## config.mk

```make
export PLATFORM = sky130hd
export DESIGN_NAME = recip_scale_pipe
export DESIGN_NICKNAME = d
export VERILOG_FILES = /design/src/rtl/recip_scale_pipe.sv
export SDC_FILE = /design/constraint.sdc
export NUM_CORES = 2
export LEC_CHECK = 0
export ABC_AREA = 1
export CAP_MARGIN = 10
export CORE_MARGIN = 3
export CORE_UTILIZATION = 49
export DETAILED_ROUTE_END_ITERATION = 10
export PLACE_DENSITY = 0.78
export SYNTH_ARGS = -nofsm -noshare
export SYNTH_HDL_FRONTEND = slang
export SYNTH_SLANG_ARGS = --single-unit
```

## constraint.sdc

```tcl
create_clock -name clk -period 5.92 [get_ports clk]
set_input_delay 1.48 -clock clk [delete_from_list [all_inputs] [get_ports clk]]
set_output_delay 1.48 -clock clk [all_outputs]
set_load 0.01 [all_outputs]
```

## src/rtl/recip_scale_pipe.sv

```systemverilog
// ---------------------------------------------------------------------------
// recip_scale_pipe
//
// Purpose:
//   Pipelined divide-by-small-integer unit for average pooling and
//   normalisation. LANES signed accumulator sums share one divisor index.
//   Each sum is multiplied by a reciprocal floor(2^FRAC_BITS/(idx+1)) taken
//   from a table built at elaboration. The product is then floored or rounded
//   half-up and saturated to OUT_WIDTH bits.
//
// Pipeline:
//   S1 reciprocal lookup  -> S2 exact multiply -> S3 scale/round/saturate.
//   A single global enable (en = !out_valid | out_ready) advances every stage
//   together. Bubbles are not collapsed while the pipeline is stalled.
//
// Ports:
//   clk        rising-edge clock
//   rst_n      asynchronous active-low reset
//   in_valid   input beat valid
//   in_ready   input beat accepted when in_valid & in_ready (equals en)
//   in_idx     divisor index, divisor = in_idx + 1
//   in_rnd     0 = floor, 1 = round-half-up (toward +inf)
//   in_sum     LANES signed sums, lane k at [k*DATA_WIDTH +: DATA_WIDTH]
//   out_valid  output beat valid
//   out_ready  downstream accept
//   out_data   LANES signed results, lane k at [k*OUT_WIDTH +: OUT_WIDTH]
//   out_sat    per-lane saturation flag, aligned with out_data
// ---------------------------------------------------------------------------
module recip_scale_pipe #(
    parameter int DATA_WIDTH = 16,
    parameter int OUT_WIDTH  = 8,
    parameter int CNT_WIDTH  = 6,
    parameter int FRAC_BITS  = 13,
    parameter int LANES      = 4
) (
    input  logic                            clk,
    input  logic                            rst_n,
    input  logic                            in_valid,
    output logic                            in_ready,
    input  logic [CNT_WIDTH-1:0]            in_idx,
    input  logic                            in_rnd,
    input  logic [LANES*DATA_WIDTH-1:0]     in_sum,
    output logic                            out_valid,
    input  logic                            out_ready,
    output logic [LANES*OUT_WIDTH-1:0]      out_data,
    output logic [LANES-1:0]                out_sat
);

    // Reciprocal width (unsigned) and exact product width (signed).
    localparam int RW    = FRAC_BITS + 1;
    localparam int PW    = DATA_WIDTH + FRAC_BITS + 2;
    localparam int DEPTH = 2 ** CNT_WIDTH;

    // Output range and rounding bias, expressed at product width so the
    // comparisons happen before any truncation.
    localparam logic signed [PW-1:0] OUT_MAX = PW'(2 ** (OUT_WIDTH - 1) - 1);
    localparam logic signed [PW-1:0] OUT_MIN = PW'(-(2 ** (OUT_WIDTH - 1)));
    localparam logic signed [PW-1:0] HALF    = PW'(2 ** (FRAC_BITS - 1));

    // -----------------------------------------------------------------------
    // Arithmetic helpers
    // -----------------------------------------------------------------------

    // Signed sum times unsigned reciprocal: the reciprocal is zero-extended
    // into a signed operand so the product stays exact at PW bits.
    function automatic logic signed [PW-1:0] mul_lane(
        input logic signed [DATA_WIDTH-1:0] s,
        input logic        [RW-1:0]         r
    );
        logic signed [PW-1:0] s_ext;
        logic signed [PW-1:0] r_ext;
        s_ext = PW'(s);
        r_ext = PW'(r);
        return s_ext * r_ext;
    endfunction

    // Drop the fraction. The arithmetic shift floors; adding half first
    // gives round-half-up, which treats negative values the same way.
    function automatic logic signed [PW-1:0] scale_shift(
        input logic signed [PW-1:0] p,
        input logic                 rnd
    );
        logic signed [PW-1:0] biased;
        biased = rnd ? (p + HALF) : p;
        return biased >>> FRAC_BITS;
    endfunction

    // Clamp to OUT_WIDTH signed. Returns {sat_flag, value}.
    function automatic logic [OUT_WIDTH:0] sat_out(
        input logic signed [PW-1:0] q
    );
        logic [OUT_WIDTH:0] res;
        if (q > OUT_MAX) begin
            res = {1'b1, OUT_WIDTH'(OUT_MAX)};
        end else if (q < OUT_MIN) begin
            res = {1'b1, OUT_WIDTH'(OUT_MIN)};
        end else begin
            res = {1'b0, OUT_WIDTH'(q)};
        end
        return res;
    endfunction

    // -----------------------------------------------------------------------
    // Reciprocal table, fixed at elaboration: recip[i] = floor(2^F/(i+1))
    // -----------------------------------------------------------------------
    logic [RW-1:0] recip_tbl [DEPTH];

    for (genvar gi = 0; gi < DEPTH; gi++) begin : g_recip
        assign recip_tbl[gi] = RW'((2 ** FRAC_BITS) / (gi + 1));
    end

    // -----------------------------------------------------------------------
    // Pipeline state
    // -----------------------------------------------------------------------
    logic                         en;

    logic                         vld_p1_q, vld_p1_d;
    logic                         rnd_p1_q, rnd_p1_d;
    logic [RW-1:0]                recip_p1_q, recip_p1_d;
    logic signed [DATA_WIDTH-1:0] sum_p1_q [LANES];
    logic signed [DATA_WIDTH-1:0] sum_p1_d [LANES];

    logic                         vld_p2_q, vld_p2_d;
    logic                         rnd_p2_q, rnd_p2_d;
    logic signed [PW-1:0]         prod_p2_q [LANES];
    logic signed [PW-1:0]         prod_p2_d [LANES];

    logic                         out_valid_q, out_valid_d;
    logic [LANES*OUT_WIDTH-1:0]   out_data_q, out_data_d;
    logic [LANES-1:0]             out_sat_q, out_sat_d;

    // One enable for the whole pipe: advance unless a held output is waiting.
    assign en       = !out_valid_q || out_ready;
    assign in_ready = en;

    assign out_valid = out_valid_q;
    assign out_data  = out_data_q;
    assign out_sat   = out_sat_q;

    always_comb begin
        // Default: every stage holds.
        vld_p1_d    = vld_p1_q;
        rnd_p1_d    = rnd_p1_q;
        recip_p1_d  = recip_p1_q;
        vld_p2_d    = vld_p2_q;
        rnd_p2_d    = rnd_p2_q;
        out_valid_d = out_valid_q;
        out_data_d  = out_data_q;
        out_sat_d   = out_sat_q;
        for (int k = 0; k < LANES; k++) begin
            sum_p1_d[k]  = sum_p1_q[k];
            prod_p2_d[k] = prod_p2_q[k];
        end

        if (en) begin
            vld_p1_d    = in_valid;
            vld_p2_d    = vld_p1_q;
            out_valid_d = vld_p2_q;

            // ---- S1: reciprocal lookup (data loads only on a real beat) ----
            if (in_valid) begin
                rnd_p1_d   = in_rnd;
                recip_p1_d = recip_tbl[in_idx];
                for (int k = 0; k < LANES; k++) begin
                    sum_p1_d[k] = $signed(in_sum[k*DATA_WIDTH +: DATA_WIDTH]);
                end
            end

            // ---- S2: exact signed x unsigned multiply ----
            if (vld_p1_q) begin
                rnd_p2_d = rnd_p1_q;
                for (int k = 0; k < LANES; k++) begin
                    prod_p2_d[k] = mul_lane(sum_p1_q[k], recip_p1_q);
                end
            end

            // ---- S3: scale, round, saturate ----
            if (vld_p2_q) begin
                for (int k = 0; k < LANES; k++) begin
                    {out_sat_d[k], out_data_d[k*OUT_WIDTH +: OUT_WIDTH]} =
                        sat_out(scale_shift(prod_p2_q[k], rnd_p2_q));
                end
            end
        end
    end

    always_ff @(posedge clk or negedge rst_n) begin
        if (!rst_n) begin
            vld_p1_q    <= 1'b0;
            rnd_p1_q    <= 1'b0;
            recip_p1_q  <= '0;
            vld_p2_q    <= 1'b0;
            rnd_p2_q    <= 1'b0;
            out_valid_q <= 1'b0;
            out_data_q  <= '0;
            out_sat_q   <= '0;
            for (int k = 0; k < LANES; k++) begin
                sum_p1_q[k]  <= '0;
                prod_p2_q[k] <= '0;
            end
        end else begin
            vld_p1_q    <= vld_p1_d;
            rnd_p1_q    <= rnd_p1_d;
            recip_p1_q  <= recip_p1_d;
            vld_p2_q    <= vld_p2_d;
            rnd_p2_q    <= rnd_p2_d;
            out_valid_q <= out_valid_d;
            out_data_q  <= out_data_d;
            out_sat_q   <= out_sat_d;
            for (int k = 0; k < LANES; k++) begin
                sum_p1_q[k]  <= sum_p1_d[k];
                prod_p2_q[k] <= prod_p2_d[k];
            end
        end
    end

endmodule
```

==> flow_metrics.py <==
metrics = {
    "floorplanning": {
        "core-area_um2": 92200,
        "chipWidth_um": 312,
        "placementRows": 111,
        "die_h_um": 312,
        "die_area_um2": 97300,
        "io_pins": 113,
        "initial_core_util": 0.497,
    },
    "clocking": {
        "cts_hold_buf": 0,
        "cts.htree.levels": 4,
        "worst_skew_pair.late_latency_ps": 540,
        "clock_tree.root_cell": "sky130_fd_sc_hd__clkbuf_16",
        "cts.clk_slew.worst_paths_ps": 90,
        "clock_sink_count": 195,
        "clock_tree_from_tritoncts": "yes",
        "cts_buffers": 17,
        "number_of_buffers_on_the_longest_clock_path": 2,
    },
    "timing": {
        "timing.fmax_mhz": 172,
        "worst_slew_pin_slew_ps": 987,
        "report.final.hold_viol_count": 0,
        "relSlewSlack": 0.338,
        "max_clock_skew_ps": 21.6,
        "setup_total_negative_slack_ps": 0,
        "final_min_period_over_clock_period": 0.981,
        "finalMaxSlewViolations": 0,
        "final_period_minus_worst_setup_slack_ps": 5810,
        "fin_hold_ws_ps": 481,
        "setup-violations-final": 0,
        "rsz0062_at_grt": "true",
        "layout_setup_ws_ps": 114,
    },
    "layout": {
        "drive_above_1_share": 0.0942,
        "design_area_um2": 52100,
        "antenna_cells_inserted": 0,
        "final_net_count": 7580,
        "num-fill-cells": 8234,
        "layout_stage_area_growth_over_the_synthesis_result_pct": 13.6,
    },
    "synth": {
        "synth.net_count": 7365,
        "yosysSeqAreaShare": 0.106,
        "synth_top_flop_cell": "sky130_fd_sc_hd__dfrtp_1",
        "netlist_area_um2": 45800,
        "synth.distinct_cells": 53,
        "synthMostInstantiatedCell": "sky130_fd_sc_hd__nand2_1",
        "number_of_synthesized_flops_with_an_enable_pin": 0,
        "synth-warning-count": 0,
        "synth_top_area_cells": "sky130_fd_sc_hd__fa_1, sky130_fd_sc_hd__nand2_1, sky130_fd_sc_hd__inv_1",
        "synth_top_cell_area_share": 0.379,
        "yosysTopAreaCell": "sky130_fd_sc_hd__fa_1",
        "postSynth.asyncResetShare": 1.00,
        "post_synthesis_area_per_instance_um2": 7.49,
        "ys_ff_latch": 195,
        "yosys-top-cells-count": "sky130_fd_sc_hd__nand2_1, sky130_fd_sc_hd__inv_1, sky130_fd_sc_hd__fa_1, sky130_fd_sc_hd__ha_1, sky130_fd_sc_hd__nor2_1",
        "post_synthesis_instance_total": 6118,
    },
    "global_routing": {
        "grt_antenna_before_repair": 1,
        "first_pass_grt_wire_length_mm": 209,
        "grt_pass1_vias": 41999,
        "grt_remaining_overflow": 0,
        "grt_usage": 0.266,
        "grt_max_degree": 106,
    },
    "setup_path": {
        "worst_r2r_endpoint": "prod_p2_q[18]",
        "worst_ep_required_time_ps": 6380,
        "reg2reg_depth": 25,
        "timing.rr.start": "recip_p1_q[1]",
        "start_kind": "register",
        "register_to_register_setup_slack_ps": 110,
        "crit_type": "reg2reg",
        "endpoint_kind": "register",
        "crit_path_max_fanout": 7,
        "timing.critical_path.arrival_ps": 6260,
    },
    "route": {
        "drc_errors": 0,
        "firstDrtPassIters": 6,
        "drt-vias-per-instance": 5.18,
        "post_drt_wl_per_cell_um": 16.9,
        "detail_route.wirelength_mm": 128,
        "route.vias.total": 39342,
        "detail_route.iter0.violations": 3289,
        "antenna_left": 0,
    },
    "placed_design": {
        "place_hpwl_mm": 103,
        "dpl-instance-area_um2": 50000,
        "place.port_buffers": 112,
        "placer_congestion": 0.939,
        "preCtsSetupSlack_ps": -127,
    },
    "run": {
        "max_cap_viol_count": 0,
    },
    "outcome": {
        "outcome": "complete, no violations",
    },
    "min_path": {
        "worst_hold_path_type": "reg2reg",
        "min_delay_worst_endpoint": "out_data[10]",
        "min-delay-start": "out_data[10]",
        "holdPathStages": 2,
    },
}
## layer usage
layer  part of all wire  GRT usage
met1               0.38      0.312
met2               0.52      0.485
met3              0.054     0.0326
met4              0.049      0.117
met5            0.00010          0
## how the worst max path moves through the flow
stage                  start              to  slack, ps
2_1_floorplan  recip_p1_q[1]   prod_p2_q[30]         40
3_3_place_gp   recip_p1_q[2]   prod_p2_q[82]        -60
3_5_place_dp   recip_p1_q[2]   prod_p2_q[82]       -130
4_1_cts        recip_p1_q[2]   prod_p2_q[82]         10
5_1_grt        recip_p1_q[2]  prod_p2_q[107]        -60
6_report       recip_p1_q[1]   prod_p2_q[18]        110
## kinds of logic after synthesis
family          share of synthesized area
simple gates                        0.210
buf+inv                             0.154
fa+ha+maj                           0.462
compound gates                     0.0518
flops                               0.106
xor+xnor                           0.0160
## layout make-up
type | count | area, µm² | area share
Multi-Input combinational cell | 4048 | 34800 | 0.668
Inverter | 1666 | 6260 | 0.120
Sequential cell | 195 | 4920 | 0.0945
Timing Repair Buffer | 405 | 3930 | 0.0754
Tap cell | 1243 | 1560 | 0.0299
Clock buffer | 18 | 439 | 0.00844
Clock inverter | 14 | 176 | 0.00339
## critical path, cell delays in order (launching register included)
cell and delay [ps]:
sky130_fd_sc_hd__dfrtp_2 490, sky130_fd_sc_hd__clkbuf_16 200, sky130_fd_sc_hd__nand2_1 70, sky130_fd_sc_hd__inv_1 60
sky130_fd_sc_hd__fa_1 490, sky130_fd_sc_hd__inv_1 50, sky130_fd_sc_hd__fa_1 520, sky130_fd_sc_hd__inv_1 50
sky130_fd_sc_hd__fa_1 500, sky130_fd_sc_hd__inv_1 50, sky130_fd_sc_hd__fa_1 540, sky130_fd_sc_hd__inv_1 50
sky130_fd_sc_hd__fa_1 520, sky130_fd_sc_hd__inv_1 60, sky130_fd_sc_hd__fa_1 480, sky130_fd_sc_hd__inv_1 60
sky130_fd_sc_hd__ha_4 290, sky130_fd_sc_hd__nand2_1 110, sky130_fd_sc_hd__nor2_2 170, sky130_fd_sc_hd__inv_1 100
sky130_fd_sc_hd__nor3_2 200, sky130_fd_sc_hd__nand2_1 100, sky130_fd_sc_hd__nand2_2 100, sky130_fd_sc_hd__a21oi_1 120
sky130_fd_sc_hd__or2_0 220, sky130_fd_sc_hd__a31oi_1 130
## repair_timing
action / 4_1_cts / 5_1_grt
gates resized for setup: 4 / 248
setup buffers: 2 / 32
pin swaps: 0 / 65
cloned: 0 / 7
setup endpoints to repair: 8 / 67
## metrics by stage
stage / util / instances
floorplan: - / 6118
global placement: 0.542 / 7516
detailed placement: 0.542 / 7516
CTS: 0.550 / 7550
global route: 0.565 / 7589
finish: 0.565 / 7589
## cell usage in the layout (no fill, tap or decap), types with 7 or more instances in the layout
master / n
sky130_fd_sc_hd__buf_6: 7
sky130_fd_sc_hd__a21o_1: 10
sky130_fd_sc_hd__clkbuf_16: 23
sky130_fd_sc_hd__nand4_1: 48
sky130_fd_sc_hd__a21oi_2: 38
sky130_fd_sc_hd__nor2_2: 34
sky130_fd_sc_hd__a31oi_1: 10
sky130_fd_sc_hd__buf_12: 33
sky130_fd_sc_hd__o211ai_1: 11
sky130_fd_sc_hd__nand2_2: 34
sky130_fd_sc_hd__a21oi_1: 137
sky130_fd_sc_hd__o21ai_0: 132
sky130_fd_sc_hd__nor2_4: 8
sky130_fd_sc_hd__buf_4: 243
sky130_fd_sc_hd__ha_4: 27
sky130_fd_sc_hd__nor3_2: 11
sky130_fd_sc_hd__inv_1: 1648
sky130_fd_sc_hd__xor2_1: 35
sky130_fd_sc_hd__fa_2: 17
sky130_fd_sc_hd__nand3b_1: 16
sky130_fd_sc_hd__nand3_1: 198
sky130_fd_sc_hd__or2_2: 27
sky130_fd_sc_hd__ha_1: 271
sky130_fd_sc_hd__xnor2_1: 47
sky130_fd_sc_hd__inv_2: 14
sky130_fd_sc_hd__nor3_1: 36
sky130_fd_sc_hd__clkdlybuf4s50_1: 111
sky130_fd_sc_hd__nand2_1: 1726
sky130_fd_sc_hd__fa_1: 851
sky130_fd_sc_hd__nor2_1: 205
sky130_fd_sc_hd__o21bai_1: 10
sky130_fd_sc_hd__o21ai_1: 23
sky130_fd_sc_hd__dfrtp_2: 21
sky130_fd_sc_hd__o21a_1: 15
sky130_fd_sc_hd__dfrtp_1: 171
## flip-flops by register name, summed over array words and instances (netlist names)
register / cells
vld_p1_q: 1
vld_p2_q: 1
out_valid: 1
out_data: 32
rnd_p1_q: 1
rnd_p2_q: 1
out_sat: 4
sum_p1_q: 64
recip_p1_q: 14
prod_p2_q: 76
Power is left out: the tool's default activity adds up to more than one toggle a clock period on the data nets, which glitch-free logic cannot reach.
